## src/rtl/adc0820_sequencer.sv

```systemverilog
// Sequencer for an ADC0820 in WR-RD mode: scans an external analog mux,
// runs one conversion per period and reports each sample with its channel.
module adc0820_sequencer #(
  parameter int NUM_CH  = 4,
  parameter int CH_W    = 2,
  parameter int WR_CYC  = 20,
  parameter int RD_CYC  = 4,
  parameter int TIMEOUT = 64,
  parameter int PERIOD  = 200
) (
  input  logic            clk,
  input  logic            reset_n,
  input  logic            enable,
  input  logic            single,
  input  logic            start,
  input  logic [7:0]      adc_db,
  input  logic            intr_n,
  output logic            cs_n,
  output logic            wr_n,
  output logic            rd_n,
  output logic [CH_W-1:0] mux_sel,
  output logic [7:0]      data,
  output logic [CH_W-1:0] data_ch,
  output logic            data_valid,
  output logic            timeout_err
);

  localparam int MAX_WR_RD = (WR_CYC > RD_CYC) ? WR_CYC : RD_CYC;
  localparam int CNT_MAX   = (MAX_WR_RD > TIMEOUT) ? MAX_WR_RD : TIMEOUT;
  localparam int CW        = $clog2(CNT_MAX + 1);
  localparam int PW        = $clog2(PERIOD + 1);

  typedef enum logic [2:0] {IDLE, WR, WAIT, RD, GAP} state_t;

  state_t          state, state_nxt;
  logic [CW-1:0]   cnt;
  logic [PW-1:0]   per_cnt;
  logic            intr_meta, intr_sync;
  logic            wr_done, rd_done, wait_expired, per_done;

  assign wr_done      = (state == WR) && (cnt == CW'(WR_CYC - 1));
  assign rd_done      = (state == RD) && (cnt == CW'(RD_CYC - 1));
  assign wait_expired = (state == WAIT) && intr_sync && (cnt == CW'(TIMEOUT - 1));
  assign per_done     = (per_cnt >= PW'(PERIOD - 1));

  // intr_n comes straight from the converter, so it is resynchronized first
  always_ff @(posedge clk or negedge reset_n) begin
    if (!reset_n) begin
      intr_meta <= 1'b1;
      intr_sync <= 1'b1;
    end else begin
      intr_meta <= intr_n;
      intr_sync <= intr_meta;
    end
  end

  always_ff @(posedge clk or negedge reset_n) begin
    if (!reset_n) state <= IDLE;
    else          state <= state_nxt;
  end

  always_comb begin
    state_nxt = state;
    case (state)
      IDLE: if (enable && (!single || start)) state_nxt = WR;
      WR:   if (wr_done) state_nxt = WAIT;
      WAIT: begin
        if (!intr_sync)        state_nxt = RD;
        else if (wait_expired) state_nxt = GAP;
      end
      RD:   if (rd_done) state_nxt = GAP;
      GAP:  if (per_done) state_nxt = (enable && !single) ? WR : IDLE;
      default: state_nxt = IDLE;
    endcase
  end

  always_comb begin
    cs_n = 1'b1;
    wr_n = 1'b1;
    rd_n = 1'b1;
    case (state)
      WR: begin
        cs_n = 1'b0;
        wr_n = 1'b0;
      end
      WAIT: cs_n = 1'b0;
      RD: begin
        cs_n = 1'b0;
        rd_n = 1'b0;
      end
      default: ;
    endcase
  end

  // Phase counter restarts on every state change; period counter restarts
  // only on WR entry and saturates so a long idle never wraps it
  always_ff @(posedge clk or negedge reset_n) begin
    if (!reset_n) begin
      cnt     <= '0;
      per_cnt <= '0;
    end else begin
      if (state_nxt != state || state == IDLE || state == GAP) cnt <= '0;
      else                                                     cnt <= cnt + 1'b1;
      if (state_nxt == WR && state != WR) per_cnt <= '0;
      else if (per_cnt != '1)            per_cnt <= per_cnt + 1'b1;
    end
  end

  always_ff @(posedge clk or negedge reset_n) begin
    if (!reset_n) begin
      mux_sel     <= '0;
      data        <= '0;
      data_ch     <= '0;
      data_valid  <= 1'b0;
      timeout_err <= 1'b0;
    end else begin
      data_valid  <= rd_done;
      timeout_err <= wait_expired;
      if (rd_done) begin
        data    <= adc_db;
        data_ch <= mux_sel;
      end
      if (rd_done || wait_expired)
        mux_sel <= (mux_sel == CH_W'(NUM_CH - 1)) ? '0 : mux_sel + 1'b1;
    end
  end

endmodule
```

## config.mk

```make
export PLATFORM = sky130hd
export DESIGN_NAME = adc0820_sequencer
export DESIGN_NICKNAME = d
export VERILOG_FILES = /design/src/rtl/adc0820_sequencer.sv
export SDC_FILE = /design/constraint.sdc
export NUM_CORES = 1
export LEC_CHECK = 0
export ABC_AREA = 0
export CAP_MARGIN = 20
export CORE_AREA = 2 2 62 64
export CTS_CLUSTER_DIAMETER = 150
export DETAILED_ROUTE_END_ITERATION = 8
export DIE_AREA = 0 0 64 66
export GPL_ROUTABILITY_DRIVEN = 0
export GPL_TIMING_DRIVEN = 0
export HOLD_SLACK_MARGIN = 0.05
export PLACE_DENSITY = 0.71
export SLEW_MARGIN = 5
export SYNTH_ARGS = -nofsm -noshare
export SYNTH_HDL_FRONTEND = slang
export SYNTH_SLANG_ARGS = --single-unit
```

## constraint.sdc

```tcl
create_clock -name clk -period 2.6 [get_ports clk]
set_input_delay 0.52 -clock clk [delete_from_list [all_inputs] [get_ports clk]]
set_output_delay 0.52 -clock clk [all_outputs]
set_load 0.02 [all_outputs]
```

# --- Yosys cells after proc, flatten, opt, wreduce, memory -nomap -nowiden ---
# Cells that the tools add are included.
# W data, S select, Z words.
classes:
  n_addsub: 3
  order_cmp: 1
  eq_ne: 12
  mux: 15
  n_reduce_logical: 15
op_table:
  columns: ["cell", "count"]
  rows:
  - ["$mux W3", 6]
  - ["$mux W8", 2]
  - ["$pmux W3 S5", 1]
  - ["$add A8 B1 Y8 const B", 1]
  - ["$ge A8 B8 Y1 const B", 1]
  - ["$ne A8 B8 Y1 const B", 1]
  - ["$add A7 B1 Y7 const B", 1]
  - ["$eq A7 B2 Y1 const B", 1]
  - ["$eq A7 B5 Y1 const B", 1]
  - ["$eq A7 B6 Y1 const B", 1]
  - ["$logic_and A1 B1 Y1", 7]
  - ["$mux W7", 1]
  - ["$eq A3 B1 Y1 const B", 2]
  - ["$eq A3 B2 Y1 const B", 2]
  - ["$logic_or A1 B1 Y1", 4]
  - ["$mux W1", 4]
  - ["$eq A3 B3 Y1 const B", 1]
  - ["$logic_not A3 Y1", 1]
  - ["$ne A3 B1 Y1 const B", 1]
  - ["$ne A3 B3 Y1", 1]
  - ["$reduce_or A3 Y1", 1]
  - ["$add A2 B1 Y2 const B", 1]
  - ["$eq A2 B2 Y1 const B", 1]
  - ["$mux W2", 1]
  - ["other kinds (2)", 2]
totals:
  regBits: 34
  out_inout_bits: 17

# --- Longest topological paths before layout ---
# Gate-level depths: netlist (run 1).
logic_depth:
  ltp_word: 10
  ltp_mapped: 6
  ltp_nobuf: 5

# --- Worst setup path before layout (run 1) ---
# OpenSTA, ideal clock, no wires.
synth_path:
  kind: "flip-flop to flip-flop"
  from: "register cnt[0]"
  to: "register data[0]"
  arrival_ps: 2250
  t_required_ps: 2475
  setup_slack_ps: 225
  stages_incl_launch_ff: 7
  n_path_buf: 1
  synth_period_minus_slack_ps: 2375
  cell_sequence: "dfrtp_1 ha_1 or4b_1 or3b_1 or3_4 buf_6 mux2_4"
synth_via:
  elab_chain_cells: 2
synth_rtl:
  columns: ["element", "line_no", "text"]
  rows:
  - ["start, declared", "36", "logic [CW-1:0] cnt;"]
  - ["start signal, assigned", "103", "else cnt <= cnt + 1'b1;"]
  - ["$eq A7 B2 Y1", "42", "assign rd_done = (state == RD) && (cnt == CW'(RD_CYC - 1));"]
  - ["$logic_and A1 B1 Y1", "42", null]
  - ["end signal, assigned", "112", "data <= '0;"]
  - ["end signal, assigned", "120", "data <= adc_db;"]
  - ["end, declared", "22", "output logic [7:0] data,"]
# No other way between the ends.
# A chain may end at the register's enable or synchronous reset.

# --- Worst setup path after layout (run 1) ---
# Ends and elaborated chain as after synthesis.

==> flow_summary.json, run 1 <==
{
  "run_status": "complete, no violations",
  "timing.hold.worst.class": "primary input to asynchronous set/reset pin",
  "path_depth": 6,
  "ys_seq_elements": 34,
  "portBuffers": 30,
  "cts_repair_resize_count": 0,
  "n_fill_cell": 295,
  "timing.setup.tns_ps": 0,
  "ratio_of_cells_with_drive_above_1_in_the_final_layout_pct": 16.3,
  "path_cells": "ha_2 -> or4b_1 -> or3b_1 -> or3_4 -> buf_6 -> mux2_4",
  "worstPathRequired_ps": 2820,
  "vias_per_cell": 5.13,
  "grt-busiest-layer": "met2",
  "tritoncts.num_buffers": 5,
  "clkSinkCount": 34,
  "groute.layer.met2.usage_pct": 26.4,
  "antenna_found_initial": 0,
  "row_count": 22,
  "cell_with_the_largest_stage_delay_on_the_worst_path": "sky130_fd_sc_hd__or4b_1",
  "fp.dieH_um": 66,
  "nets_in_the_synthesized_netlist": 157,
  "power.density_mw_per_mm2": 1030,
  "clk_path_buf_depth": 2,
  "detailroute.via_count": 1160,
  "critical_path.endpoint_type": "flop",
  "die_area_mm2": 0.00422,
  "initial_utilization_pct": 44.9,
  "start_kind": "flop",
  "setup_viol_count_final": 0,
  "timing.final.max_slew_violations": 0,
  "netlist-cell-type-count": 38,
  "power.switching_uw": 761,
  "post-route-util_pct": 56.6,
  "syn_avg_cell_area_um2": 11.4,
  "num_antenna_cells": 0,
  "place.detailed.hpwl_um": 2010,
  "timing_worst_setup_path_type": "flop to flop",
  "worst-slew-pin-transition_ps": 1060,
  "stdcell_area_mm2": 0.00201,
  "pwr-share-clk_pct": 14.7,
  "leakage_uw": 0.000864,
  "synth.top_cells.by_area": "sky130_fd_sc_hd__dfrtp_1 50%, sky130_fd_sc_hd__mux2_4 8.5%, sky130_fd_sc_hd__nor3_1 3.8%",
  "areaGrowthSynthToFinish_pct": 26.2,
  "r2r-start": "cnt[0]$_DFF_PN0_",
  "post_dp_cell_area_mm2": 0.00195,
  "rrSetupSlack_ps": 110,
  "clock-skew-final_ps": 4.55,
  "remaining_global_route_overflow": 0,
  "drcViolationCount": 0,
  "path_max_fanout": 10,
  "clk_latency_ps": 330,
  "cp_launch_point": "cnt[0]$_DFF_PN0_",
  "comb_power_share_pct": 43.8,
  "final_antenna_violating_net_count": 0,
  "wire_length_of_the_first_global_routing_pass_um": 5110,
  "clk_pin_slew_ps": 100,
  "groute.layer.met1.usage_pct": 18.7,
  "swShare_pct": 36.7,
  "cts_hold_repair.buffers": 0,
  "grt_util_all_layers_pct": 15.8,
  "routed_wl_um": 2840,
  "cts_post_setup_buffers_inserted": 0,
  "internal-power_uw": 1310,
  "grt_setup_unrepaired": "no",
  "fin_cells": 226,
  "timing.critical_path.max_delay_family": "simple AND/OR/NAND/NOR gates",
  "detail_route.wl_per_cell_um": 12.6,
  "floorplan.die.width_um": 64,
  "syn_area_mm2": 0.00159,
  "use_met3_pct": 5.28,
  "floorplan.io_pins": 31,
  "tritoncts": "built",
  "cts.htree.levels": 2,
  "yosysWarningCount": 0,
  "slowest_delay_ps": 470,
  "netlist.top_cell.by_area": "sky130_fd_sc_hd__dfrtp_1",
  "place.detailed.instances": 218,
  "critPathArrivalTime_ps": 2710,
  "dp_worst_setup_slack_ps": 91.4,
  "grt_start_max_net_pins": 35,
  "placeableCoreArea_mm2": 0.00355,
  "reg2reg_depth": 6,
  "cts_root_buf": "sky130_fd_sc_hd__clkbuf_4",
  "maxSlewHeadroom_pct": 28.8,
  "reg2reg_to": "data[0]$_DFFE_PN0P_",
  "finalCritPeriodShare_pct": 95.7,
  "gate_count_after_technology_mapping": 140,
  "final_nets": 194,
  "max_capacitance_violation_count": 0,
  "setup_ws_ps": 112,
  "final_hold_viol_count": 0,
  "first_global_vias": 1141,
  "critical_path_buf_inv_count": 1,
  "power_frac_seq_pct": 41.5,
  "period_minus_slack_ps": 2490,
  "ir_drop_v": 0.000425,
  "synth.top_cell.area_share_pct": 50.3,
  "detailedRoute.firstIterationViolations": 39,
  "max_freq_mhz": 402,
  "synth-seq-area-share_pct": 53.6,
  "drt-pass1-iter-count": 4,
  "worstSetupEndpoint": "data[0]$_DFFE_PN0P_"
}
==> final cells by class <==
class                      instances  area, um^2  area share, %
timing repair buffer              30         295           14.7
sequential                        34         853           42.4
inverter                           2        7.51          0.373
multi-input combinational         99         708           35.2
clock inverter                     1        5.00          0.249
tap                               48        60.1           2.99
clock buffer                       7        55.1           2.74
buffer                             5        26.3           1.31
==> routing by layer <==
layer / vias up / share of wire [%]
li1: 577 / -
met1: 544 / 44
met2: 32 / 48
met3: 7 / 5.9
met4: 0 / 1.7
met5: - / 0
==> per-stage QoR <==
stage / total power, uW / hold WS (ps)
floorplan: 1430 / 224
global placement: 1750 / 347
detailed placement: 1780 / 347
CTS: 2100 / 251
global route: 2240 / 281
finish: 2080 / 231
==> flip-flops by register name, indices dropped and copies added, names as in the netlist <==
| register | flops |
|---|---|
| data | 8 |
| per_cnt | 8 |
| cnt | 7 |
| state | 3 |
| data_ch | 2 |
| mux_sel | 2 |
| data_valid | 1 |
| intr_meta | 1 |
| intr_sync | 1 |
| timeout_err | 1 |
==> layout by cell type, fill, tap and decap left out, drive strengths merged <==
cell,instances
dfrtp,32
nand4,3
and3,1
nand3b,1
clkdlybuf4s50,29
or3,1
or3b,1
a211oi,3
a21oi,4
or2,2
mux2,12
o31a,1
o21ai,2
o21a,2
nor3b,1
clkbuf,11
o21bai,2
xnor2,2
buf,2
nor3,12
nand3,5
inv,2
nor4b,1
or4b,2
clkinv,1
xor2,4
mux2i,1
a2111oi,1
and2,2
a31oi,2
nor2,16
nand2b,3
dfstp,2
a311oi,1
a21boi,1
ha,3
nand2,7
==> cell usage after synthesis, drive strengths merged <==
cell	count
nand2	7
a21boi	1
or2	2
dfrtp	32
nand3b	1
nand2b	3
xnor2	2
mux2	12
or4b	2
and3	1
o21bai	2
ha	3
a2111oi	1
a21oi	4
nand4	3
or3b	1
buf	1
inv	2
a31oi	2
nor2	16
o21ai	2
nor3	12
nand3	5
dfstp	2
nor4b	1
a211oi	3
o31a	1
o21a	2
a311oi	1
nor3b	1
mux2i	1
clkbuf	4
or3	1
and2	2
xor2	4
==> kinds of logic (layout without fill, tap and decap cells) <==
| group | after synthesis | after routing | synth area share [%] |
|---|---|---|---|
| adders and majority gates | 3 | 3 | 2.36 |
| AOI/OAI and AO/OA | 19 | 19 | 8.33 |
| xor gates and xnor gates | 6 | 6 | 3.30 |
| muxes | 13 | 13 | 11.2 |
| buffers and inverters | 7 | 45 | 2.12 |
| DFF | 34 | 34 | 53.6 |
| and+or+nand+nor | 58 | 58 | 19.1 |
==> power groups by stage <==
stage / Combinational, uW / Sequential, uW / Clock, uW
after global placement: 895 / 859 / 0
after detailed placement: 911 / 871 / 0
after floorplan: 475 / 952 / 0
after CTS: 915 / 862 / 319
final: 910 / 862 / 305
after global routing: 998 / 897 / 344
==> how the worst min path moves through the flow <==
stage / from / end / cells after the start
after floorplan: reset_n / cnt[0]$_DFF_PN0_ / 0
after global placement: intr_meta$_DFF_PN1_ / intr_sync$_DFF_PN1_ / 0
after detailed placement: intr_meta$_DFF_PN1_ / intr_sync$_DFF_PN1_ / 0
after CTS: reset_n / cnt[6]$_DFF_PN0_ / 1
after global routing: reset_n / data[4]$_DFFE_PN0P_ / 1
final: reset_n / data_ch[1]$_DFFE_PN0P_ / 1
Note: power is estimated with default switching activity, not from simulation.
==> run 2, diff against run 1 <==
--- a/config.mk
+++ b/config.mk
@@ -15,6 +15,7 @@
 export GPL_TIMING_DRIVEN = 0
 export HOLD_SLACK_MARGIN = 0.05
 export PLACE_DENSITY = 0.71
+export RECOVER_POWER = 100
 export SLEW_MARGIN = 5
 export SYNTH_ARGS = -nofsm -noshare
 export SYNTH_HDL_FRONTEND = slang
==> constraint.sdc (replaced) <==
create_clock -name clk -period 2.5 [get_ports clk]
set_input_delay 0.5 -clock clk [delete_from_list [all_inputs] [get_ports clk]]
set_output_delay 0.5 -clock clk [all_outputs]
set_load 0.02 [all_outputs]
==> flow_summary.json, run 2 (same netlist as run 1, synthesis figures left out) <==
{
  "run_status": "finished, violations left",
  "violations_in_the_final_reports": "capacitance limit, slew limit",
  "final_antenna_violating_net_count": 0,
  "drcViolationCount": 0,
  "path_max_fanout": 10,
  "tritoncts.num_buffers": 5,
  "reg_top3": "data: 8 flops, per_cnt: 8 flops, cnt: 7 flops",
  "areaGrowthSynthToFinish_pct": 27.5,
  "worst-slew-pin-transition_ps": 1740,
  "floorplan.io_pins": 31,
  "detail_route.wl_per_cell_um": 12.8,
  "ir_drop_v": 0.000436,
  "post-route-util_pct": 57.2,
  "reg2reg_depth": 6,
  "post_dp_cell_area_mm2": 0.00195,
  "grt_setup_unrepaired": "no",
  "r2r-start": "cnt[1]$_DFF_PN0_",
  "layout_commonest_cell": "sky130_fd_sc_hd__dfrtp_1",
  "portBuffers": 30,
  "timing.final.max_slew_violations": 35,
  "timing.hold.worst.class": "flop to flop",
  "cts_hold_repair.buffers": 0,
  "row_count": 22,
  "max_freq_mhz": 411,
  "cts_root_buf": "sky130_fd_sc_hd__clkbuf_4",
  "antenna_found_initial": 0,
  "initial_utilization_pct": 44.9,
  "multi_input_comb_area_um2": 726,
  "grt_util_all_layers_pct": 16.1,
  "finalCritPeriodShare_pct": 97.2,
  "n_fill_cell": 291,
  "routedLengthMet1_um": 1280,
  "ratio_of_cells_with_drive_above_1_in_the_final_layout_pct": 16.3,
  "layout.cells.most_common_list": "32 x sky130_fd_sc_hd__dfrtp_1, 17 x sky130_fd_sc_hd__dlygate4sd3_1, 16 x sky130_fd_sc_hd__nor2_1",
  "final_nets": 194,
  "ff_latch_area_um2": 853,
  "period_minus_slack_ps": 2430,
  "detailroute.wirelength.met2_um": 1400,
  "worst_hold_path.endpoint": "intr_sync$_DFF_PN1_",
  "die_area_mm2": 0.00422,
  "timing.setup.tns_ps": 0,
  "fin_cells": 226,
  "clk_latency_ps": 330,
  "num_antenna_cells": 0,
  "fp.dieH_um": 66,
  "routed_wl_um": 2890,
  "grt_start_max_net_pins": 35,
  "critical_path.endpoint_type": "flop",
  "detailroute.via_count": 1172,
  "final_hold_viol_count": 0,
  "remaining_global_route_overflow": 0,
  "worstPathRequired_ps": 2720,
  "max_capacitance_violation_count": 1,
  "rrSetupSlack_ps": 70,
  "placeableCoreArea_mm2": 0.00355,
  "hold_ws_ps": 362,
  "reg2reg_to": "data[0]$_DFFE_PN0P_",
  "clock-skew-final_ps": 4.40,
  "cp_launch_point": "cnt[1]$_DFF_PN0_",
  "power.density_mw_per_mm2": 1050,
  "place.detailed.instances": 218,
  "critPathArrivalTime_ps": 2650,
  "floorplan.die.width_um": 64,
  "clk_pin_slew_ps": 100,
  "vias_per_cell": 5.19,
  "start_kind": "flop",
  "drt-pass1-iter-count": 4,
  "detailedRoute.firstIterationViolations": 41,
  "timing_worst_setup_path_type": "flop to flop",
  "leakage_uw": 0.000885,
  "routed.top_layer": "met4",
  "place.detailed.hpwl_um": 2010,
  "clkSinkCount": 34,
  "wire_length_of_the_first_global_routing_pass_um": 5170,
  "stdcell_area_mm2": 0.00203,
  "cts.htree.levels": 2,
  "tritoncts": "built",
  "setup_viol_count_final": 0,
  "met3RoutedLength_um": 164,
  "hold_path_depth": 0,
  "hold_start": "intr_meta$_DFF_PN1_",
  "first_global_vias": 1151,
  "clk_path_buf_depth": 2,
  "maxSlewHeadroom_pct": -15.8
}
run 2: worst max-delay path, stage by stage, from the launching register on:
cell                      delay [ps]
sky130_fd_sc_hd__dfrtp_1         420
sky130_fd_sc_hd__ha_4            180
sky130_fd_sc_hd__or4b_1          460
sky130_fd_sc_hd__or3b_1          410
sky130_fd_sc_hd__or3_4           390
sky130_fd_sc_hd__buf_6           160
sky130_fd_sc_hd__mux2_4          300
run 2: worst max-delay path by stage:
stage	depth (start not counted)	slack (ps)	end
CTS	6	9	data[0]$_DFFE_PN0P_
finish	6	70	data[0]$_DFFE_PN0P_
detailed placement	6	-9	data[0]$_DFFE_PN0P_
global placement	6	20	data[3]$_DFFE_PN0P_
global route	4	1	cs_n
floorplan	6	120	data[0]$_DFFE_PN0P_
run 2: area by class of cell:
| type | instances | share of cell area, % |
|---|---|---|
| flip-flops and latches | 34 | 42.0 |
| multi-input cells | 99 | 35.7 |
| inverters | 2 | 0.370 |
| clock inverters | 1 | 0.246 |
| plain buffers | 4 | 1.11 |
| well taps | 48 | 2.96 |
| repair buffers | 31 | 14.8 |
| clock buffers | 7 | 2.71 |
run 2: stage by stage:
step | setup WS, ps | total power (uW)
after floorplan | 125 | 1480
after global placement | 23.4 | 1820
after detailed placement | -8.62 | 1850
after CTS | 8.64 | 2180
after global routing | 1.33 | 2310
final | 68.9 | 2140
run 2: power breakdown:
group          total (uW)  leakage [uW]  internal, uW  switching [uW]
clock                 314     0.0000353           136             178
sequential            913      0.000430           741             171
combinational         914      0.000419           465             449
run 2: repair_timing:
item / in CTS / in global routing
cloned: 0 / 0
setup endpoints to repair: 9 / 11
gates resized for setup: 1 / 2
setup buffers: 0 / 1
run 2: metal layers:
| metal | track usage (%) | up-vias |
|---|---|---|
| li1 | - | 577 |
| met1 | 18.7 | 550 |
| met2 | 27.2 | 38 |
| met3 | 5.28 | 7 |
| met4 | 6.52 | 0 |
| met5 | 0 | - |
==> run 3, diff against run 2 <==
--- a/config.mk
+++ b/config.mk
@@ -14,9 +14,10 @@
 export GPL_ROUTABILITY_DRIVEN = 0
 export GPL_TIMING_DRIVEN = 0
 export HOLD_SLACK_MARGIN = 0.05
-export PLACE_DENSITY = 0.71
+export PLACE_DENSITY = 0.74
 export RECOVER_POWER = 100
 export SLEW_MARGIN = 5
 export SYNTH_ARGS = -nofsm -noshare
 export SYNTH_HDL_FRONTEND = slang
 export SYNTH_SLANG_ARGS = --single-unit
+export TNS_END_PERCENT = 30
==> constraint.sdc (replaced) <==
create_clock -name clk -period 2.02 [get_ports clk]
set_input_delay 0.404 -clock clk [delete_from_list [all_inputs] [get_ports clk]]
set_output_delay 0.404 -clock clk [all_outputs]
set_load 0.02 [all_outputs]
==> flow_summary.json, run 3 (same netlist as run 1, synthesis figures left out) <==
{
  "clk_pin_slew_ps": 100,
  "grt_util_all_layers_pct": 16.6,
  "ratio_of_cells_with_drive_above_1_in_the_final_layout_pct": 23.8,
  "reg_top3": "data: 8 flops, per_cnt: 8 flops, cnt: 7 flops",
  "worstPathRequired_ps": 2250,
  "layout_commonest_cell": "sky130_fd_sc_hd__dfrtp_1",
  "final_hold_viol_count": 0,
  "num_antenna_cells": 0,
  "hold_path_depth": 0,
  "worst_hold_path.endpoint": "intr_sync$_DFF_PN1_",
  "path_max_fanout": 10,
  "cts.htree.levels": 2,
  "areaGrowthSynthToFinish_pct": 32.1,
  "clk_latency_ps": 330,
  "die_area_mm2": 0.00422,
  "timing.final.max_slew_violations": 35,
  "cts_hold_repair.buffers": 0,
  "max_capacitance_violation_count": 1,
  "timing.hold.worst.class": "flop to flop",
  "remaining_global_route_overflow": 0,
  "initial_utilization_pct": 44.9,
  "floorplan.die.width_um": 64,
  "drt-pass1-iter-count": 4,
  "run_status": "finished, violations left",
  "floorplan.io_pins": 31,
  "post-route-util_pct": 59.2,
  "p_total_uw": 2720,
  "n_fill_cell": 300,
  "setup_viol_count_final": 12,
  "leakage_uw": 0.000934,
  "detail_route.wl_per_cell_um": 13.7,
  "clock-skew-final_ps": 3.27,
  "setup_ws_ps": -282,
  "reg2reg_to": "data[3]$_DFFE_PN0P_",
  "critical_path.endpoint_type": "flop",
  "fin_cells": 233,
  "layout.cells.most_common_list": "31 x sky130_fd_sc_hd__dfrtp_1, 16 x sky130_fd_sc_hd__nor2_1, 15 x sky130_fd_sc_hd__dlygate4sd3_1",
  "finalCritPeriodShare_pct": 114,
  "detailedRoute.firstIterationViolations": 60,
  "start_kind": "flop",
  "tritoncts.num_buffers": 5,
  "place.detailed.instances": 218,
  "wire_length_of_the_first_global_routing_pass_um": 5270,
  "first_global_vias": 1166,
  "timing_worst_setup_path_type": "flop to flop",
  "drcViolationCount": 0,
  "final_antenna_violating_net_count": 0,
  "ir_drop_v": 0.000506,
  "violations_in_the_final_reports": "capacitance limit, slew limit, setup timing",
  "portBuffers": 30,
  "clkSinkCount": 34,
  "reg2reg_depth": 6,
  "placeableCoreArea_mm2": 0.00355,
  "max_freq_mhz": 434,
  "grt_setup_unrepaired": "yes",
  "critPathArrivalTime_ps": 2530,
  "antenna_found_initial": 0,
  "detailroute.via_count": 1206,
  "vias_per_cell": 5.18,
  "place.detailed.hpwl_um": 2180,
  "final_nets": 201,
  "row_count": 22,
  "cts_root_buf": "sky130_fd_sc_hd__clkbuf_4",
  "routed_wl_um": 3200,
  "hold_ws_ps": 362,
  "worst-slew-pin-transition_ps": 1770,
  "r2r-start": "cnt[0]$_DFF_PN0_",
  "maxSlewHeadroom_pct": -17.8,
  "period_minus_slack_ps": 2300,
  "dp_worst_setup_slack_ps": -392,
  "hold_start": "intr_meta$_DFF_PN1_",
  "clk_path_buf_depth": 2,
  "rrSetupSlack_ps": -280,
  "grt_start_max_net_pins": 35,
  "fp.dieH_um": 66,
  "tritoncts": "built",
  "power.density_mw_per_mm2": 1290
}
-- run 3: final cells by class --
type                    count  area [um^2]  share of cell area (%)
clock buffers               7         55.1                    2.62
inverters                   2         7.51                   0.357
multi-input cells          99          751                    35.7
repair buffers             38          335                    15.9
clock inverters             1         5.00                   0.238
well taps                  48         60.1                    2.86
flip-flops and latches     34          855                    40.6
plain buffers               4         35.0                    1.67
-- run 3: metal layers --
metal  track usage (%)  vias to the layer above  part of all wire, %  wire [um]
met2              28.5                       36                   50       1620
li1                  -                      586                    -          -
met5                 0                        -                    0          0
met3              5.96                        6                  6.5        208
met4              5.43                        0                  1.2         40
met1              19.2                      578                   42       1340
-- run 3: what timing repair did --
action | 4_1_cts | 5_1_grt
gates resized for setup | 9 | 8
endpoints found under the setup margin | 33 | 25
pin swaps | 2 | 0
buffers inserted | 5 | 3
-- run 3: worst max-delay path by stage --
stage                                     end  cells past startpoint  slack (ps)              from
after floorplan           data[0]$_DFFE_PN0P_                      6        -290  cnt[0]$_DFF_PN0_
after global placement    data[0]$_DFFE_PN0P_                      6        -370  cnt[0]$_DFF_PN0_
after detailed placement  data[4]$_DFFE_PN0P_                      6        -390  cnt[0]$_DFF_PN0_
after CTS                 data[4]$_DFFE_PN0P_                      6        -280  cnt[0]$_DFF_PN0_
after global routing      data[3]$_DFFE_PN0P_                      6        -330  cnt[0]$_DFF_PN0_
final                     data[3]$_DFFE_PN0P_                      6        -280  cnt[0]$_DFF_PN0_
-- run 3: critical path, stage by stage (launching register included) --
cell	delay [ps]
sky130_fd_sc_hd__dfrtp_1	400
sky130_fd_sc_hd__ha_4	150
sky130_fd_sc_hd__or4b_4	450
sky130_fd_sc_hd__or3b_1	380
sky130_fd_sc_hd__or3_4	360
sky130_fd_sc_hd__buf_12	160
sky130_fd_sc_hd__mux2_4	290
-- run 3: power by group --
group	leakage (uW)	switching (uW)	internal (uW)	total, uW
combinational	0.000470	598	605	1200
clock	0.0000353	220	169	388
sequential	0.000429	209	919	1130
-- run 3: through the flow --
stage | TNS (ps) | cell area (um^2)
after global routing | -3480 | 2100
after detailed placement | -5850 | 1960
after CTS | -3120 | 2090
after global placement | -6550 | 1970
final | -2860 | 2100
after floorplan | -2930 | 1610
